==> src/rtl/mini68k_ctl_pkg.sv <==
// Mini68k sequencer shared types and constants.
// States, opcodes, ALU codes, function codes and trap vectors.
package mini68k_ctl_pkg;

  typedef enum logic [2:0] {
    S_FETCH,
    S_DECODE,
    S_MEM_RD,
    S_EXECUTE,
    S_ALU_WAIT,
    S_MEM_WR,
    S_WRITEBACK,
    S_TRAP
  } state_t;

  localparam logic [3:0] OP_IMM   = 4'b0000;
  localparam logic [3:0] OP_ADD   = 4'b1101;
  localparam logic [3:0] OP_SUB   = 4'b1001;
  localparam logic [3:0] OP_MISC  = 4'b0100;
  localparam logic [3:0] OP_MOVEA = 4'b0010;

  localparam int ALU_ADD = 0;
  localparam int ALU_SUB = 1;

  localparam logic [2:0] FC_USER  = 3'b010;
  localparam logic [2:0] FC_SUPER = 3'b110;

  localparam int VEC_BUSERR  = 2;
  localparam int VEC_ILLEGAL = 4;

endpackage

==> src/rtl/mini68k_bus_timer.sv <==
// Bus-cycle watchdog: clears to zero, counts enabled cycles,
// flags expiry on the last permitted cycle of a bus transfer.
module mini68k_bus_timer #(
  parameter int LIMIT = 15
) (
  input  logic clk,
  input  logic rst_n,
  input  logic clr,
  input  logic en,
  output logic expired
);

  logic [7:0] count;

  assign expired = (count == 8'(LIMIT - 1));

  always_ff @(posedge clk or negedge rst_n) begin
    if (!rst_n) begin
      count <= '0;
    end else if (clr) begin
      count <= '0;
    end else if (en && !expired) begin
      count <= count + 8'd1;
    end
  end

endmodule

==> src/rtl/mini68k_sequencer.sv <==
// Mini68k multi-cycle control sequencer with variable-latency
// ALU/bus handshakes, memory-operand ADD/SUB and trap handling.
module mini68k_sequencer
  import mini68k_ctl_pkg::*;
#(
  parameter int IR_W        = 16,
  parameter int REG_BITS    = 3,
  parameter int ALU_OP_W    = 4,
  parameter int BUS_TIMEOUT = 15,
  parameter int VEC_W       = 4
) (
  input  logic                clk,
  input  logic                rst_n,
  input  logic [IR_W-1:0]     ir,
  input  logic                ir_valid,
  output logic                ir_consume,
  output logic [ALU_OP_W-1:0] alu_op,
  output logic                alu_start,
  input  logic                alu_done,
  output logic [REG_BITS-1:0] reg_sel,
  output logic                is_addr_reg,
  output logic                reg_we,
  output logic                mem_req,
  output logic                mem_we,
  input  logic                mem_ack,
  output logic                trap,
  output logic [VEC_W-1:0]    trap_vec,
  output logic [2:0]          fc,
  output logic                busy
);

  state_t state, nstate;

  logic [3:0] opc;
  logic       is_arith, is_imm, is_misc, is_movea;
  logic       ind;

  logic       movea_q, wrmem_q, nowe_q;
  logic       tmr_clr, tmr_en, tmr_exp;

  logic [ALU_OP_W-1:0] alu_op_q;
  logic [REG_BITS-1:0] reg_sel_q;
  logic                addr_q;
  logic [VEC_W-1:0]    vec_q;
  logic [2:0]          fc_q;

  logic unused_ir;
  assign unused_ir = ^{ir[7:6], ir[2:0]};

  assign opc      = ir[IR_W-1 -: 4];
  assign is_arith = (opc == OP_ADD) || (opc == OP_SUB);
  assign is_imm   = (opc == OP_IMM);
  assign is_misc  = (opc == OP_MISC);
  assign is_movea = (opc == OP_MOVEA);
  assign ind      = (ir[5:3] == 3'b010);

  assign alu_op      = alu_op_q;
  assign reg_sel     = reg_sel_q;
  assign is_addr_reg = addr_q;
  assign trap_vec    = vec_q;
  assign fc          = fc_q;
  assign busy        = (state != S_FETCH);

  mini68k_bus_timer #(
    .LIMIT(BUS_TIMEOUT)
  ) u_timer (
    .clk    (clk),
    .rst_n  (rst_n),
    .clr    (tmr_clr),
    .en     (tmr_en),
    .expired(tmr_exp)
  );

  always_ff @(posedge clk or negedge rst_n) begin
    if (!rst_n) begin
      state <= S_FETCH;
    end else begin
      state <= nstate;
    end
  end

  always_comb begin
    nstate     = state;
    alu_start  = 1'b0;
    mem_req    = 1'b0;
    mem_we     = 1'b0;
    reg_we     = 1'b0;
    ir_consume = 1'b0;
    trap       = 1'b0;
    tmr_clr    = 1'b1;
    tmr_en     = 1'b0;
    unique case (state)
      S_FETCH: begin
        if (ir_valid) nstate = S_DECODE;
      end
      S_DECODE: begin
        unique case (1'b1)
          is_arith: nstate = ind ? S_MEM_RD : S_EXECUTE;
          is_imm:   nstate = S_EXECUTE;
          is_misc:  nstate = S_WRITEBACK;
          is_movea: nstate = S_MEM_RD;
          default:  nstate = S_TRAP;
        endcase
      end
      S_MEM_RD: begin
        mem_req = 1'b1;
        tmr_clr = 1'b0;
        tmr_en  = !mem_ack;
        // ack wins over expiry on the final permitted cycle
        if (mem_ack) begin
          nstate = movea_q ? S_WRITEBACK : S_EXECUTE;
        end else if (tmr_exp) begin
          nstate = S_TRAP;
        end
      end
      S_EXECUTE: begin
        alu_start = 1'b1;
        nstate    = S_ALU_WAIT;
      end
      S_ALU_WAIT: begin
        if (alu_done) begin
          nstate = wrmem_q ? S_MEM_WR : S_WRITEBACK;
        end
      end
      S_MEM_WR: begin
        mem_req = 1'b1;
        mem_we  = 1'b1;
        tmr_clr = 1'b0;
        tmr_en  = !mem_ack;
        if (mem_ack) begin
          nstate = S_WRITEBACK;
        end else if (tmr_exp) begin
          nstate = S_TRAP;
        end
      end
      S_WRITEBACK: begin
        reg_we     = !nowe_q;
        ir_consume = 1'b1;
        nstate     = S_FETCH;
      end
      S_TRAP: begin
        trap       = 1'b1;
        ir_consume = 1'b1;
        nstate     = S_FETCH;
      end
      default: nstate = S_FETCH;
    endcase
  end

  always_ff @(posedge clk or negedge rst_n) begin
    if (!rst_n) begin
      alu_op_q  <= '0;
      reg_sel_q <= '0;
      addr_q    <= 1'b0;
      movea_q   <= 1'b0;
      wrmem_q   <= 1'b0;
      nowe_q    <= 1'b0;
    end else if (state == S_DECODE) begin
      unique case (1'b1)
        is_arith: begin
          alu_op_q  <= (opc == OP_SUB) ? ALU_OP_W'(ALU_SUB)
                                       : ALU_OP_W'(ALU_ADD);
          reg_sel_q <= ir[9 +: REG_BITS];
          addr_q    <= 1'b0;
        end
        is_imm: begin
          alu_op_q <= ir[8 +: ALU_OP_W];
        end
        is_movea: begin
          reg_sel_q <= ir[9 +: REG_BITS];
          addr_q    <= 1'b1;
        end
        default: ;
      endcase
      movea_q <= is_movea;
      wrmem_q <= is_arith && ind && ir[8];
      nowe_q  <= is_misc || (is_arith && ind && ir[8]);
    end
  end

  // fc is sticky supervisor once any trap has been taken
  always_ff @(posedge clk or negedge rst_n) begin
    if (!rst_n) begin
      vec_q <= '0;
      fc_q  <= FC_USER;
    end else if (nstate == S_TRAP && state != S_TRAP) begin
      vec_q <= (state == S_DECODE) ? VEC_W'(VEC_ILLEGAL)
                                   : VEC_W'(VEC_BUSERR);
      fc_q  <= FC_SUPER;
    end
  end

endmodule

==> config.mk <==
export PLATFORM = sky130hd
export DESIGN_NAME = mini68k_sequencer
export DESIGN_NICKNAME = d
export VERILOG_FILES = /design/src/rtl/mini68k_ctl_pkg.sv /design/src/rtl/mini68k_bus_timer.sv /design/src/rtl/mini68k_sequencer.sv
export SDC_FILE = /design/constraint.sdc
export NUM_CORES = 1
export LEC_CHECK = 0
export CAP_MARGIN = 10
export CORE_MARGIN = 8
export CORE_UTILIZATION = 60
export DETAILED_ROUTE_END_ITERATION = 12
export DONT_BUFFER_PORTS = 1
export GPL_ROUTABILITY_DRIVEN = 1
export PLACE_DENSITY = 0.76
export SETUP_SLACK_MARGIN = 0.5
export SLEW_MARGIN = 20
export SYNTH_ARGS = -nofsm -noshare
export SYNTH_HDL_FRONTEND = slang
export SYNTH_SLANG_ARGS = --single-unit
==> constraint.sdc <==
create_clock -name clk -period 4.5 [get_ports clk]
set_input_delay 0.225 -clock clk [delete_from_list [all_inputs] [get_ports clk]]
set_output_delay 0.225 -clock clk [all_outputs]
set_load 0.1 [all_outputs]
==> results of run 1 <==
-- repair_timing --
action,in CTS,in global routing
endpoints found under the hold margin,27,25
resized for setup,0,0
hold buffers,3,1
-- cells by family (layout without fill, tap and decap cells) --
group | count (synthesis) | after routing | synth area share [%]
xor+xnor | 9 | 9 | 5.65
flops | 25 | 25 | 44.8
simple gates | 55 | 55 | 22.8
compound gates | 26 | 26 | 13.1
mux | 5 | 5 | 4.04
buf+inv | 18 | 18 | 7.26
other cells | 2 | 4 | 0.538
fa+ha+maj | 2 | 2 | 1.79
-- routing by layer --
metal  global-route usage [%]  routed length (µm)  share of wire, %
met3                     5.57                 264               9.5
met2                     22.8                1340                48
met4                     6.54                  17              0.61
met5                        0                   0                 0
met1                     17.1                1170                42
-- worst reg2reg max path: cells and delay by family (launching register included) --
| kind | cells | cell delay, ns |
|---|---|---|
| and+or+nand+nor | 2 | 0.39 |
| AOI/OAI and AO/OA | 2 | 0.64 |
| DFF | 1 | 0.57 |
| muxes | 1 | 0.36 |
| buffers and inverters | 2 | 0.37 |
-- metrics by stage --
step | hold slack [ns] | util [%] | instances
finish | 0.0446 | 66.2 | 172
global route | 0.0144 | 66.2 | 172
CTS | 0.0386 | 66.0 | 171
detailed placement | -0.0700 | 63.5 | 164
global placement | -0.0699 | 63.5 | 164
floorplan | -0.0706 | - | 144
-- worst paths after layout --
| check | from | to | slack [ns] | cells past startpoint |
|---|---|---|---|---|
| setup / recovery | state[1] | mem_req | 1.86 | 5 |
| hold / removal | ir[10] | alu_op[2] | 0.04 | 1 |
| setup reg to reg | state[0] | trap_vec[2] | 2.07 | 7 |
| hold reg to reg | wrmem_q | wrmem_q | 0.54 | 2 |
| max in group asynchronous | rst_n | u_timer.count[4] | 3.71 | 2 |
| min in group asynchronous | rst_n | reg_sel[1] | 0.43 | 2 |
-- area by class of cell --
type                            instances  area [µm²]  share of cell area (%)
Clock buffer                            4        26.3                    1.79
Inverter                                8        30.0                    2.05
Multi-Input combinational cell        101         681                    46.5
Sequential cell                        25         626                    42.7
Tap cell                               28        35.0                    2.39
Timing Repair Buffer                    6        67.6                    4.61
-- layout by cell type, fill, tap and decap left out, drive strengths merged, types with 3 or more instances in the layout --
| master | count |
|---|---|
| a21oi | 3 |
| xor2 | 6 |
| mux2 | 5 |
| nor3 | 3 |
| nand2 | 8 |
| xnor2 | 3 |
| nand3b | 3 |
| or2 | 3 |
| inv | 8 |
| dlygate4sd3 | 3 |
| clkbuf | 5 |
| conb | 4 |
| nand4 | 4 |
| nor2 | 14 |
| or3 | 4 |
| dfrtp | 25 |
| o21ai | 7 |
| a22o | 3 |
==> impl_metrics.yaml, run 1 <==
timing:
  rsz0062_at_grt: "false"
  setup_slack_ns: 1.86
  slew_headroom_pct: 38.4
  finalCriticalPeriod_ns: 2.64
  fin_tns_setup_ns: 0
  drv_slew: 0
  finalCritPeriodShare_pct: 58.7
  finalHoldViolCount: 0
  fmax_mhz: 378
  skew_ns: 0.00501
  setup_viol_count_final: 0
  tightest_slew_ns: 0.924
placement:
  io_buffers: 0
  dpl-instance-area_um2: 1400
  dp_slack_ns: 2.08
  dpl.hpwl_um: 2110
  routabilityCongestion: 0.895
logic_synthesis:
  synth.largest_area_cell: "dfrtp_1"
  synth_commonest_cells: "dfrtp_1, nor2_1, inv_1, nand2_1"
  avgSynthCellArea_um2: 9.82
  synth_area_um2: 1400
  yosysSeqAreaShare_pct: 44.8
  syn-instance-count: 142
  synth_edf_count: 0
  ys.warnings.count: 0
  synth_most_common_cell: "dfrtp_1"
  synth.distinct_cells: 46
  synth.area.top_cells: "dfrtp_1, buf_4, nor2_1, xor2_1, o21ai_0"
  async_flop_share_pct: 100
  synth_top_cell_area_share_pct: 44.8
  ys.flop_type: "dfrtp_1"
  ys_ff_latch: 25
detailed_routing:
  via_count: 1023
  routedWlPerCell_um: 16.2
  wirelength_um: 2790
  drt_pre_antenna_iters: 4
  vias_per_cell: 5.95
  drtAntennaViolNets: 0
  drcViolationCount: 0
  drt-initial-drc-count: 57
critical_path:
  critPathKind: "register to primary output"
  critPathBufInv: 3
  required_ns: 4.28
  slowest_delay_ns: 0.59
  crit_fanout: 11
  worstPathCellList: "nand3b_1 -> inv_1 -> buf_4 -> nor2_1 -> inv_1"
  cp_common_cell: "inv_1"
  crit_slowest_cell: "inv_1"
  arrival_ns: 2.42
  critPathLaunchType: "register"
  crit_family: "buffers and inverters"
  end_kind: "primary output"
cells_and_area:
  nNetsFinal: 168
  largest_register_ffs: 8
  regMostFlops: "u_timer.count"
  syn_to_final_growth_pct: 5.02
  fillers: 186
  antenna_cells: 0
  drive_gt1_share_pct: 11.1
  finalInstanceArea_um2: 1470
cts:
  clockBufferDepth: 2
  cts-buffers-inserted: 3
  htreeDepth: 1
  clk_pin_slew_worst_paths_ns: 0.13
  cts_tree: "yes"
  clock-sinks: 25
  cts_setup_buffers: 0
  clockRootBuffer: "clkbuf_4"
  clock_latency_ns: 0.31
die:
  die_h_um: 64.2
  design.die.area_um2: 4120
  initial_core_util_pct: 63.1
  design.core.area_um2: 2210
  boundaryPins: 43
  die_w_um: 64.2
  rows: 17
global_route:
  grt_pass1_wl_um: 4920
  antenna_found_initial: 0
  grt_pass1_vias: 1058
  grt_max_degree: 26
  grtUsageTotal_pct: 14.5
  grt_overflow: 0
job:
  maxCapViolations: 0
run_status:
  status: "complete, no violations"
worst_hold_path:
  min-delay-path-class: "input pin to register"
Power of run 1 is not shown: default switching activity piles up to over one toggle a cycle in this logic, so the estimate is an artifact.
==> run 2, diff against run 1 <==
- CORE_UTILIZATION: 60 -> 55
- PLACE_DENSITY: 0.76 -> 0.73
- clock period: 4.5 -> 2.3 ns (I/O delays scaled with it)
==> impl_metrics.yaml, run 2 (synthesis gave the netlist of run 1 again) <==
critical_path:
  critPathKind: "register to register"
  crit_fanout: 6
  r2r_end: "fc[2]"
  arrival_ns: 2.38
  required_ns: 2.51
  end_kind: "register"
  rr_worst_depth: 6
  r2r_setup_slack_ns: 0.14
  critPathLaunchType: "register"
  reg2reg_from: "state[0]"
cells_and_area:
  drive_gt1_share_pct: 33.9
  largest_register_ffs: 8
  multi_input_area_um2: 751
  finalInstanceArea_um2: 1910
  instances_no_fill: 216
  nNetsFinal: 210
  syn_to_final_growth_pct: 37.0
  regMostFlops: "u_timer.count"
  final_cell_mix: "buf_4, dfrtp_1, nor2_1"
  fin_util_pct: 78.6
  final_common_cell: "buf_4"
  regArea_um2: 629
  antenna_cells: 0
  fillers: 144
global_route:
  grtUsageTotal_pct: 17.0
  grt_pass1_vias: 1219
  grt_pass1_wl_um: 5930
  grt_max_degree: 26
  antenna_found_initial: 0
  grt_overflow: 0
pwr:
  clock_power_share_pct: 6.8
  p_int_mw: 1.24
  pwr-share-comb_pct: 61.9
  switchingPower_mw: 1.60
  total_leakage_power_nw: 0.845
  max-vdd-ir-drop_uv: 1410
  total_power_mw: 2.84
  switching_share_pct: 56.4
  p_per_area_nw_per_um2: 1490
  seqPwrFrac_pct: 31.3
timing:
  slew_headroom_pct: 39.1
  tightest_slew_ns: 0.913
  finalCriticalPeriod_ns: 2.16
  fmax_mhz: 462
  finalHoldViolCount: 0
  rsz0062_at_grt: "true"
  drv_slew: 0
  skew_ns: 0.00208
  fin_tns_setup_ns: 0
  setup_viol_count_final: 0
  finalCritPeriodShare_pct: 94.1
cts:
  cts-buffers-inserted: 3
  htreeDepth: 1
  clk_pin_slew_worst_paths_ns: 0.13
  clock_latency_ns: 0.31
  clockBufferDepth: 2
  clockRootBuffer: "clkbuf_4"
  clock-sinks: 25
  cts_tree: "yes"
placement:
  io_buffers: 0
  dpl-instance-area_um2: 1530
  dp_cells: 182
  routabilityCongestion: 0.866
  dpl.hpwl_um: 2220
worst_hold_path:
  min-delay-path-class: "input pin to register"
  holdPathEnd: "is_addr_reg"
  hold_path_depth: 3
  hold_start: "ir[14]"
detailed_routing:
  drcViolationCount: 0
  vias_per_cell: 6.03
  drt_pre_antenna_iters: 4
  drtAntennaViolNets: 0
  routedWlPerCell_um: 18.1
  via_count: 1303
  drt-initial-drc-count: 164
  wirelength_um: 3910
die:
  design.die.area_um2: 4400
  initial_core_util_pct: 57.4
  design.core.area_um2: 2430
  die_w_um: 66.4
  boundaryPins: 43
  rows: 18
  die_h_um: 66.4
run_status:
  status: "complete, no violations"
job:
  maxCapViolations: 0
[run 2: changes by cell type in the layout (fill, tap and decap cells not counted), moves of 2 or more]
cell	change
nor3_4	+2
or3b_1	-2
dfrtp_1	-3
buf_6	+3
buf_12	+2
buf_4	+29
dlygate4sd3_1	+9
or3b_4	+2
dfrtp_2	+3
inv_1	-2
[run 2: how the worst max path moves through the flow]
stage,slack [ns],endpoint,cells past startpoint,from
after global routing,0.08,trap_vec[2],8,u_timer.count[0]
after CTS,0.24,fc[2],6,state[0]
after floorplan,0.1,trap_vec[1],7,state[2]
final,0.14,fc[2],6,state[0]
after global placement,0.20,trap_vec[2],5,u_timer.count[4]
after detailed placement,0.17,trap_vec[2],5,state[0]
[run 2: layout make-up]
type	instances	area share, %
well taps	30	1.96
repair buffers	48	22.7
flip-flops and latches	25	32.9
clock buffers	4	1.37
inverters	8	1.77
multi-input cells	101	39.3
[run 2: power by group through the flow]
stage | logic [mW] | clock network, mW | registers, mW
floorplan | 0.872 | 0 | 1.16
global placement | 1.35 | 0 | 0.902
detailed placement | 1.36 | 0 | 0.910
CTS | 1.62 | 0.201 | 0.879
global route | 1.84 | 0.215 | 0.904
finish | 1.76 | 0.193 | 0.890
[run 2: critical path, cell delays in order, from the launching register on]
cell and delay, ns:
dfrtp_2 0.47, or3_4 0.37, or2_0 0.21, a222oi_1 0.55, a211oi_4 0.09, buf_4 0.16
or2_1 0.20
[run 2: per-layer routing]
layer	track usage, %	part of all wire [%]	vias up
met5	0	0	-
met4	4.00	1.2	0
met3	4.24	8.8	7
met2	27.9	48	67
met1	21.9	42	646
li1	-	-	583
[run 2: repair_timing]
item / CTS / global route
setup endpoints to repair: 5 / 13
hold buffers: 13 / 0
endpoints found under the hold margin: 37 / 0
setup buffers: 12 / 5
pin swaps: 1 / 4
resized for setup: 12 / 11
[run 2: per-stage QoR]
| stage | worst slack [ns] | hold WS, ns |
|---|---|---|
| after global routing | 0.0847 | 0.0226 |
| after CTS | 0.237 | 0.00367 |
| final | 0.135 | 0.0235 |
| after floorplan | 0.0983 | -0.181 |
| after global placement | 0.203 | -0.180 |
| after detailed placement | 0.165 | -0.180 |
Power figures use the tool's default switching activity.
==> run 3, diff against run 2 <==
- PLACE_DENSITY: 0.73 -> default
- PLACE_DENSITY_LB_ADDON: default -> 0.15
==> impl_metrics.yaml, run 3 (synthesis gave the netlist of run 1 again) <==
critical_path:
  critPathKind: "register to register"
  critPathLaunchType: "register"
  crit_family: "compound AO/OA/AOI/OAI gates"
  reg2reg_from: "state[1]"
  slowest_delay_ns: 0.47
  critPathLaunch: "state[1]"
  crit_slowest_cell: "dfrtp_2"
  cp_common_cell: "buf_4"
  arrival_ns: 2.51
  required_ns: 2.51
  end_kind: "register"
  critPathBufInv: 2
  crit_fanout: 6
  worstPathCellList: "buf_4 -> or3b_4 -> a21oi_1 -> a222oi_1 -> buf_4 -> a211oi_4 -> mux2_4"
global_route:
  grt_pass1_wl_um: 6220
  met1_usage_pct: 21.8
  grtUsageTotal_pct: 18.0
  antenna_found_initial: 0
  grt-busiest-layer: "met2"
  use_met3_pct: 4.58
  grt_max_degree: 26
  grt_overflow: 0
  grtUsageMet2_pct: 30.9
  grt_pass1_vias: 1223
timing:
  setup_viol_count_final: 0
  rsz0062_at_grt: "true"
  finalCritPeriodShare_pct: 100
  skew_ns: 0.00579
  worst_hold_slack_ns: 0.0258
  drv_slew: 0
  finalHoldViolCount: 0
  fmax_mhz: 435
  finalCriticalPeriod_ns: 2.30
  slew_headroom_pct: 39.3
  tightest_slew_ns: 0.911
cts:
  htreeDepth: 1
  clockRootBuffer: "clkbuf_4"
  clk_pin_slew_worst_paths_ns: 0.14
  clockBufferDepth: 2
  cts_tree: "yes"
  clock-sinks: 25
  cts-buffers-inserted: 3
  clock_latency_ns: 0.31
job:
  maxCapViolations: 0
die:
  die_h_um: 66.4
  design.core.area_um2: 2430
  initial_core_util_pct: 57.4
  die_w_um: 66.4
  rows: 18
  boundaryPins: 43
  design.die.area_um2: 4400
pwr:
  total_leakage_power_nw: 0.887
  total_power_mw: 3.09
  p_per_area_nw_per_um2: 1530
  max-vdd-ir-drop_uv: 1350
detailed_routing:
  wirelength_um: 4570
  via_count: 1329
  drt_pre_antenna_iters: 6
  drtAntennaViolNets: 0
  vias_per_cell: 6.04
  routedWlPerCell_um: 20.8
  drt-initial-drc-count: 84
  drcViolationCount: 0
cells_and_area:
  drive_gt1_share_pct: 38.9
  instances_no_fill: 220
  antenna_cells: 0
  final_common_cell: "buf_4"
  final_cell_mix: "buf_4, dfrtp_1, nor2_1, dlygate4sd3_1, nand2_1"
  regMostFlops: "u_timer.count"
  largest_register_ffs: 8
  nNetsFinal: 214
  syn_to_final_growth_pct: 44.6
  fin_util_pct: 82.9
placement:
  routabilityCongestion: 0.815
  dp_cells: 180
  io_buffers: 0
  dpl.hpwl_um: 2310
worst_hold_path:
  hold_start: "ir[8]"
  min-delay-path-class: "input pin to register"
run_status:
  status: "complete, no violations"
-- run 3: power breakdown --
part / switching (mW) / internal (mW)
clock network: 0.130 / 0.0650
logic: 1.26 / 0.741
registers: 0.329 / 0.568
total: 1.72 / 1.37
-- run 3: final timing paths --
check	endpoint	slack (ns)	depth (start not counted)
min in group asynchronous	state[2]	0.22	2
max in group asynchronous	state[0]	1.92	2
worst max-delay path	trap_vec[2]	0.0009	7
worst max register to register	trap_vec[2]	0.0009	7
worst min register to register	wrmem_q	0.54	2
worst min-delay path	alu_op[0]	0.03	2
-- run 3: per-layer routing --
layer | vias to the layer above | part of all wire (%)
li1 | 587 | -
met5 | - | 0
met3 | 19 | 8.2
met2 | 80 | 51
met1 | 643 | 38
met4 | 0 | 3.2
-- run 3: what timing repair did --
| action | in CTS | in global routing |
|---|---|---|
| hold buffers | 12 | 2 |
| endpoints found under the hold margin | 37 | 1 |
| setup endpoints to repair | 6 | 15 |
| setup buffers | 17 | 6 |
| pin swaps | 8 | 7 |
| gates resized for setup | 20 | 23 |
-- run 3: through the flow --
stage	cell area (µm²)	TNS, ns	setup slack (ns)
finish	2020	0	0.000871
detailed placement	1510	0	0.0900
CTS	1860	0	0.215
global placement	1510	0	0.182
floorplan	1430	0	0.0983
global route	2020	-0.111	-0.0573
-- run 3: worst register-to-register path, stage by stage, from the launching register on --
cell      delay, ns
dfrtp_2        0.47
buf_4          0.18
or3b_4         0.41
a21oi_1        0.20
a222oi_1       0.12
buf_4          0.17
a211oi_4       0.31
mux2_4         0.34
-- run 3: layout make-up --
cell class | instances | area, µm²
well taps | 30 | 37.5
flip-flops and latches | 25 | 629
clock buffers | 3 | 22.5
fillers | 136 | 415
repair buffers | 52 | 492
multi-input cells | 101 | 795
inverters | 8 | 36.3
clock inverters | 1 | 5.00
